**src/rtl/taylor_pkg.sv**
```systemverilog
// Shared constants, types and helpers for the taylor_cos cosine engine.
// Build option: TAYLOR_ROUND_EN selects round-to-nearest products in fxp_mul
// (default build truncates).
package taylor_pkg;

   localparam int unsigned W      = 24;        // angle / result width, unsigned Q1.23
   localparam int unsigned FRAC   = 23;        // fractional bits
   localparam int unsigned NTERMS = 7;         // series terms x^0 .. x^12
   localparam int unsigned AW     = W + 2;     // signed accumulator width, Q2.23
   localparam int unsigned KW     = 3;         // Horner term counter width

   typedef logic signed [AW-1:0] acc_t;

   localparam acc_t ONE = acc_t'(1 << FRAC);

   // c[k] = (-1)^k / (2k)! rounded to Q2.23; c6 quantises to zero at this precision
   localparam acc_t COEF [0:NTERMS-1] = '{
      acc_t'(8388608),
      acc_t'(-4194304),
      acc_t'(349525),
      acc_t'(-11651),
      acc_t'(208),
      acc_t'(-2),
      acc_t'(0)
   };

   typedef enum logic [1:0] {
      ST_IDLE   = 2'd0,
      ST_SQUARE = 2'd1,
      ST_HORNER = 2'd2,
      ST_DONE   = 2'd3
   } state_t;

   // Clamp a signed accumulator into the unsigned result range [0, 1.0]
   function automatic logic [W-1:0] sat_unit(input logic signed [AW-1:0] v);
      if (v < 0) begin
         return '0;
      end else if (v > ONE) begin
         return W'(ONE);
      end else begin
         return W'(v);
      end
   endfunction

endpackage

```
**src/rtl/taylor_cos_fxp_mul.sv**
```systemverilog
// fxp_mul: combinational signed fixed-point multiplier, result = (a*b) >> FRAC.
// Build option: TAYLOR_ROUND_EN adds half an LSB before the shift (round to
// nearest); otherwise the arithmetic shift floors.
// Ports:
//   a_in, b_in : signed Q2.23 operands
//   p_c        : signed Q2.23 scaled product (combinational)
module fxp_mul
   import taylor_pkg::*;
(
   input  logic signed [AW-1:0] a_in,
   input  logic signed [AW-1:0] b_in,
   output logic signed [AW-1:0] p_c
);

   localparam int unsigned PW = 2 * AW;

   logic signed [PW-1:0] prod;
   logic signed [PW-1:0] prod_rnd;

   assign prod = PW'(a_in) * PW'(b_in);

   // Optional rounding offset ahead of the scaling shift
   always_comb begin
`ifdef TAYLOR_ROUND_EN
      prod_rnd = prod + PW'(1 << (FRAC - 1));
`else
      prod_rnd = prod;
`endif
   end

   // Operand ranges keep the scaled product inside AW bits
   assign p_c = AW'(prod_rnd >>> FRAC);

endmodule

```
**src/rtl/taylor_cos.sv**
```systemverilog
// taylor_cos: fixed-point cos(x) via a 7-term Maclaurin series in Horner form
// over x^2, sharing one fxp_mul between the squaring and Horner steps.
// Build option: TAYLOR_ROUND_EN (rounded products; default truncates).
// Ports:
//   clock     : rising-edge clock
//   reset     : asynchronous active-high reset
//   start     : launches a computation when sampled high in IDLE
//   angle_in  : angle in radians, unsigned Q1.23, captured on accepted start
//   ready_out : result valid, high from completion until next accepted start
//   cos_out   : cos(angle), unsigned Q1.23, saturated to [0, 1.0]
module taylor_cos
   import taylor_pkg::*;
(
   input  logic         clock,
   input  logic         reset,
   input  logic         start,
   input  logic [W-1:0] angle_in,
   output logic         ready_out,
   output logic [W-1:0] cos_out
);

   state_t               state_q, state_d;
   logic [W-1:0]         x_q, x_d;
   logic signed [AW-1:0] x2_q, x2_d;
   logic signed [AW-1:0] acc_q, acc_d;
   logic [KW-1:0]        k_q, k_d;
   logic                 ready_q, ready_d;
   logic [W-1:0]         cos_q, cos_d;

   logic signed [AW-1:0] mul_a, mul_b, mul_p;

   fxp_mul u_mul (
      .a_in (mul_a),
      .b_in (mul_b),
      .p_c  (mul_p)
   );

   // State register
   always_ff @(posedge clock or posedge reset) begin
      if (reset) begin
         state_q <= ST_IDLE;
      end else begin
         state_q <= state_d;
      end
   end

   // Next-state logic
   always_comb begin
      state_d = state_q;
      unique case (state_q)
         ST_IDLE:   if (start) state_d = ST_SQUARE;
         ST_SQUARE: state_d = ST_HORNER;
         ST_HORNER: if (k_q == '0) state_d = ST_DONE;
         ST_DONE:   state_d = ST_IDLE;
         default:   state_d = ST_IDLE;
      endcase
   end

   // Datapath and output next values; multiplier operands default to x*x
   always_comb begin
      x_d     = x_q;
      x2_d    = x2_q;
      acc_d   = acc_q;
      k_d     = k_q;
      ready_d = ready_q;
      cos_d   = cos_q;
      mul_a   = AW'(x_q);
      mul_b   = AW'(x_q);
      unique case (state_q)
         ST_IDLE: begin
            if (start) begin
               x_d     = angle_in;
               ready_d = 1'b0;
            end
         end
         ST_SQUARE: begin
            x2_d  = mul_p;
            acc_d = COEF[NTERMS-1];
            k_d   = KW'(NTERMS - 2);
         end
         ST_HORNER: begin
            mul_a = acc_q;
            mul_b = x2_q;
            acc_d = COEF[k_q] + mul_p;
            if (k_q != '0) k_d = k_q - KW'(1);
         end
         ST_DONE: begin
            cos_d   = sat_unit(acc_q);
            ready_d = 1'b1;
         end
         default: begin
            ready_d = ready_q;
         end
      endcase
   end

   // Datapath registers
   always_ff @(posedge clock or posedge reset) begin
      if (reset) begin
         x_q     <= '0;
         x2_q    <= '0;
         acc_q   <= '0;
         k_q     <= '0;
         ready_q <= 1'b0;
         cos_q   <= '0;
      end else begin
         x_q     <= x_d;
         x2_q    <= x2_d;
         acc_q   <= acc_d;
         k_q     <= k_d;
         ready_q <= ready_d;
         cos_q   <= cos_d;
      end
   end

   assign ready_out = ready_q;
   assign cos_out   = cos_q;

endmodule

```
**config.mk**
```make
export PLATFORM = sky130hd
export DESIGN_NAME = taylor_cos
export DESIGN_NICKNAME = d
export VERILOG_FILES = /design/src/rtl/taylor_pkg.sv /design/src/rtl/taylor_cos_fxp_mul.sv /design/src/rtl/taylor_cos.sv
export SDC_FILE = /design/constraint.sdc
export NUM_CORES = 2
export LEC_CHECK = 0
export ABC_AREA = 1
export CAP_MARGIN = 15
export CORE_MARGIN = 8
export CORE_UTILIZATION = 60
export DETAILED_ROUTE_END_ITERATION = 6
export GPL_TIMING_DRIVEN = 0
export PLACE_DENSITY_LB_ADDON = 0.2
export SLEW_MARGIN = 20
export SYNTH_ARGS = -nofsm -noshare
export SYNTH_HDL_FRONTEND = slang
export SYNTH_SLANG_ARGS = --single-unit
```
**constraint.sdc**
```tcl
create_clock -name clock -period 11.6 [get_ports clock]
set_input_delay 3.48 -clock clock [delete_from_list [all_inputs] [get_ports clock]]
set_output_delay 3.48 -clock clock [all_outputs]
set_load 0.01 [all_outputs]
```
After elaboration in Yosys (flattened, before gate mapping)

Memories as Yosys holds them, arrays and structs flattened.
Index checks and enable logic that the tools add are counted.

Output and inout port bits: 25
Bits in read-only memories: 208
Bits of input ports: 27
Word-level logic and storage cells: 44
Memories: 1
Register bits after elaboration: 106

Memories:

| name            | depth | width | rd ports | clocked after Yosys merged registers in | wr ports | line             | RTL |
|---|---|---|---|---|---|---|---|
| (no name shown) | 8     | 26    | 1        | 0                                       | 0        | taylor_cos.sv:84 | `acc_d = COEF[k_q] + mul_p;` |

Mux-type cells: 14
Bitwise logic cells: 1
$lt $le $gt $ge: 3
Equal/unequal tests: 6
Add/sub/neg operators: 2
Multipliers: 1
Reductions and logical operators: 9

Operators by type and width:

| kind                                                                   | number |
|---|---|
| 26-bit two-way mux                                                     | 4 |
| 26-bit case mux with 2 select lines                                    | 1 |
| 26-bit by 26-bit multiplier with 49-bit output                         | 1 |
| 24-bit two-way mux                                                     | 2 |
| 26-bit adder                                                           | 1 |
| 26-bit by 25-bit > comparator with 1-bit output, second input constant | 1 |
| 26-bit by 1-bit < comparator with 1-bit output, second input constant  | 1 |
| 2-bit case mux with 4 select lines                                     | 1 |
| 2-bit AND reduction                                                    | 4 |
| 2-bit != test, second input constant                                   | 3 |
| 3-bit case mux with 2 select lines                                     | 1 |
| 2-bit equality test, second input constant                             | 2 |
| 4-bit >= comparator, second input constant                             | 1 |
| 2-bit two-way mux                                                      | 2 |
| 3-bit inverter with 4-bit output                                       | 1 |
| 2-bit nonzero test                                                     | 2 |
| 3-bit zero test                                                        | 1 |
| 3-bit two-way mux                                                      | 1 |
| 3-bit nonzero test                                                     | 1 |
| 3-bit by 1-bit subtractor with 3-bit output, second input constant     | 1 |
| 2-bit by 1-bit equality test with 1-bit output, second input constant  | 1 |
| 2-bit zero test                                                        | 1 |
| 1-bit case mux with 2 select lines                                     | 1 |
| 1-bit two-way mux                                                      | 1 |

Logic depth before layout (Yosys ltp)

Word-level depth: 6
Mapped depth: 51
Mapped depth without buffers: 48

Modules after synthesis

Synthesis repeated with hierarchy kept, for this count alone.

Cell total of the unflattened synthesis: 4,136
Area, all modules: 31,352.6 um2

By module, submodules not included:

| module     | times used | seq. area each (um2) | area an instance (um2) | cells an instance |
|---|---|---|---|---|
| fxp_mul    | 1          | 0.0                  | 24,961.4               | 3,237 |
| taylor_cos | 1          | 2,652.5              | 6,391.1                | 899 |

Least setup slack after synthesis

No wires, ideal clock.

Path type: reg-to-reg
Start point: register state_q[0]
End point: register acc_q[22]
Period minus slack after synthesis: 8.727 ns
Slack: 2.873 ns
Data arrival time: 8.609 ns
Setup time: 0.117 ns
Stages on the path, launching flop included: 49
Cell sequence: dfrtp_1 > inv_1 > ha_1 > clkbuf_1 > clkbuf_1 > clkbuf_1 > nand2_1 > o21ai_1 > clkbuf_1 > nand2_1 > fa_1 > inv_1 > fa_1 > inv_1 > fa_1 > fa_1 > inv_1 > fa_1 > [... 13 more ...] > nand4_1 > nand2_1 > xor2_1 > ha_1 > a21oi_1 > nor2_1 > a211oi_1 > o21ai_0 > a21oi_1 > inv_1 > nand3_1 > nand2_1 > nand2_1 > nand2_1 > nand2_1 > nand3_1 > nand3_1 > nand2_1

Word-level cells in the longest chain between the ends: 5
Elaborated cells between the ends (all ways): 8

RTL lines:

| item                                             | line                     | RTL |
|---|---|---|
| start: declaration                               | taylor_cos.sv:22         | `state_t state_q, state_d;` |
| start signal: assignment                         | taylor_cos.sv:43         | `state_q <= state_d;` |
| 2-bit equality test *                            | taylor_cos.sv:69         | `unique case (state_q)` |
| 26-bit two-way mux                               | taylor_cos.sv:69         |  |
| 26-bit by 26-bit multiplier with 49-bit output * | taylor_cos_fxp_mul.sv:20 | `assign prod = PW'(a_in) * PW'(b_in);` |
| via mul_p[13]                                    | taylor_cos.sv:30         | `logic signed [AW-1:0] mul_a, mul_b, mul_p;` |
| 26-bit adder *                                   | taylor_cos.sv:84         |  |
| 26-bit case mux with 2 select lines *            | taylor_cos.sv:69         |  |
| end signal: assignment                           | taylor_cos.sv:102        | `acc_q <= '0;` |
| end signal: assignment                           | taylor_cos.sv:109        | `acc_q <= acc_d;` |
| end: declaration                                 | taylor_cos.sv:25         | `logic signed [AW-1:0] acc_q, acc_d;` |

The timed path passes the listed nets; every way through them passes the cells marked *.
A chain may end at the register's enable or synchronous reset.

Final worst setup path

Start point: register state_q[0]
End point: register acc_q[25]

Same word-level chain as after synthesis.

==> metrics.md <==
| Metric | Value |
|---|---|
| Drt total wl | 102 mm |
| Max_cap viols | 0 |
| RSZ-0062 raised after global routing | false |
| Hold Path Class | register to register |
| Rel. slew slack | 17.3% |
| Vias in the first global route | 25660 |
| Final setup margin | 506 ps |
| I/O pins | 52 |
| Peak Freq | 90.1 MHz |
| Syn Nets | 4445 |
| Commonest cells after routing, fill and taps aside | 904 x inv_1, 746 x nand2_1, 681 x fa_1 |
| CP Launch Point | state_q[0]$_DFFE_PP0P_ |
| R2R Setup Slk | 510 ps |
| 1st-iter DRT viols | 2787 |
| TritonCTS Sinks | 106 |
| Filler Cells Inserted | 4297 |
| Critical path class | register to register |
| Final setup viols | 0 |
| CP arrival | 11340 ps |
| Synth Instances | 3561 |
| Max Slew Vio Count | 0 |
| Period utilization | 95.6% |
| CTS H-tree lvls | 3 |
| Max incr delay on CP | 570 ps |
| Place WS | -271 ps |
| Reg2reg start | state_q[0]$_DFFE_PP0P_ |
| Total number of vias | 24435 |
| WP data required | 11850 ps |
| Port Buffer Count | 51 |
| First drt pass iteration count | 6 |
| CP Capture Type | register |
| FF+latch area | 2650 sq um |
| Via density | 5.75 |
| HPWL after DPL | 85.9 mm |
| Routed len/inst | 24.0 um |
| Initial antenna violation count | 0 |
| Die Height | 236 um |
| Worst Skew | 15.3 ps |
| Worst-skew pair later-pin latency | 370 ps |
| Commonest non-fill, non-tap cell in the layout | inv_1 |
| Synth Register Bits | 106 |
| Cts bufs inserted | 9 |
| Core area | 47800 sq um |
| Sequential area share after synthesis | 9.11% |
| Global-route wire length before repair | 156 mm |
| Distinct cells, synth | 46 |
| Synth Cell Area | 29100 sq um |
| Mapped Avg Cell Area | 8.18 sq um |
| GRT Overall Usage | 37.6% |
| Final ANT Viol Nets | 0 |
| Multi-input logic area | 22700 sq um |
| Clk buf depth | 2 |
| Worst Max-Slew Pin Slew | 1230 ps |
| Final estimated routing congestion in global placement | 1.08 |
| Hold_sp | cos_out[0]$_DFFE_PP0P_ |
| Reg clk slew, reported paths | 70 ps |
| Die Area | 55900 sq um |
| Warnings from Yosys | 0 |
| Startpoint Class | register |
| Outcome | finished, final reports clean |
| Area growth, synth to finish | 6.18% |
| Final min period | 11090 ps |
| Largest net degree at the start of global routing | 79 |
| CTS tree | yes |
| Placement Rows | 80 |
| Max FO, Critical Path | 10 |
| Most used cell, CP | nand2_1 |
| GR Overflow Total | 0 |
| DR DRC count | 0 |
| Starting Density | 60.9% |
| Nets | 4512 |
| Chip width | 236 um |
| Layout cells sized above 1 | 3.22% |
| Final hold vios | 0 |
| Clk root buf | clkbuf_16 |
| CTS Hold Bufs | 0 |
| Slowest library cell on the worst path | fa_1 |
[timing repair]
action,4_1_cts,5_1_grt
endpoints found under the setup margin,8,16
setup buffers,0,4
gates resized for setup,9,86
[logic make-up after synthesis]
group	Yosys count	share of synthesized area, %
AO/OA/AOI/OAI	274	5.09
XOR/XNOR	46	1.38
adder cells (fa/ha/maj)	857	54.4
buffers and inverters	1040	13.4
flip-flops	106	9.11
AND/OR/NAND/NOR	1238	16.7
[routing by layer]
| layer | GRT usage [%] | share of wire [%] |
|---|---|---|
| met2 | 58.0 | 44 |
| met3 | 8.80 | 11 |
| met5 | 0 | 0 |
| met4 | 25.1 | 8.8 |
| met1 | 47.3 | 36 |
[cell usage after synthesis (all sizes together)]
cell type / count / area [sq um]
a211oi: 3 / 22.5
a21boi: 2 / 15.0
a21o: 2 / 15.0
a21oi: 83 / 430
a221oi: 1 / 8.76
a31o: 1 / 8.76
a31oi: 6 / 37.5
and2: 2 / 12.5
and3: 2 / 12.5
buf: 7 / 27.5
clkbuf: 113 / 424
clkinv: 10 / 37.5
dfrtp: 106 / 2650
fa: 681 / 13600
ha: 176 / 2200
inv: 910 / 3420
nand2: 754 / 2850
nand3: 45 / 240
nand3b: 2 / 15.0
nand4: 14 / 93.8
nor2: 403 / 1530
nor3: 10 / 55.1
nor4: 5 / 31.3
o2111ai: 1 / 8.76
o211ai: 3 / 22.5
o21a: 1 / 7.51
o21ai: 151 / 763
o21bai: 4 / 30.0
o221ai: 1 / 8.76
o22ai: 10 / 62.6
o311a: 1 / 10.0
o31ai: 4 / 30.0
or2: 1 / 6.26
xnor2: 18 / 158
xor2: 28 / 245
[worst paths after layout]
kind,endpoint,cells after the start
min,cos_out[0]$_DFFE_PP0P_,2
max in group asynchronous,cos_out[19]$_DFFE_PP0P_,3
min reg2reg,cos_out[0]$_DFFE_PP0P_,2
max,acc_q[25]$_DFFE_PP0P_,43
min in group asynchronous,cos_out[0]$_DFFE_PP0P_,2
max reg2reg,acc_q[25]$_DFFE_PP0P_,43
[worst max-delay path: cells and delay by family, from the launching register on]
family / cells / cell delay [ps]
adders and majority gates: 10 / 4690
xor gates and xnor gates: 1 / 220
AOI/OAI and AO/OA: 4 / 1040
DFF: 1 / 400
buffers and inverters: 9 / 1810
and+or+nand+nor: 19 / 2800
[cell type report]
cell class | instances | area share (%)
multi-input cells | 2415 | 73.2
inverters | 920 | 11.2
flip-flops and latches | 106 | 8.58
well taps | 615 | 2.49
repair buffers | 61 | 1.99
plain buffers | 115 | 1.56
clock buffers | 12 | 0.862
clock inverters | 2 | 0.0405
diodes | 2 | 0.0162
[state kept, by name (all words and copies together), names as in the netlist]
signal / flops
ready_out: 1
cos_out: 24
k_q: 3
x2_q: 26
state_q: 2
acc_q: 26
x_q: 24
[through the flow]
stage,hold slack [ps],setup TNS (ps),area [sq um],instances,util (%)
3_3_place_gp,464,-3230,30400,4227,63.6
5_1_grt,513,0,30900,4246,64.6
3_5_place_dp,467,-1410,30500,4233,63.8
4_1_cts,485,0,30800,4246,64.4
2_1_floorplan,449,0,29100,3561,-
6_report,485,0,30900,4248,64.6
Power is not shown: default switching activity piles up to over one toggle a cycle in this logic, so the estimate is an artifact.
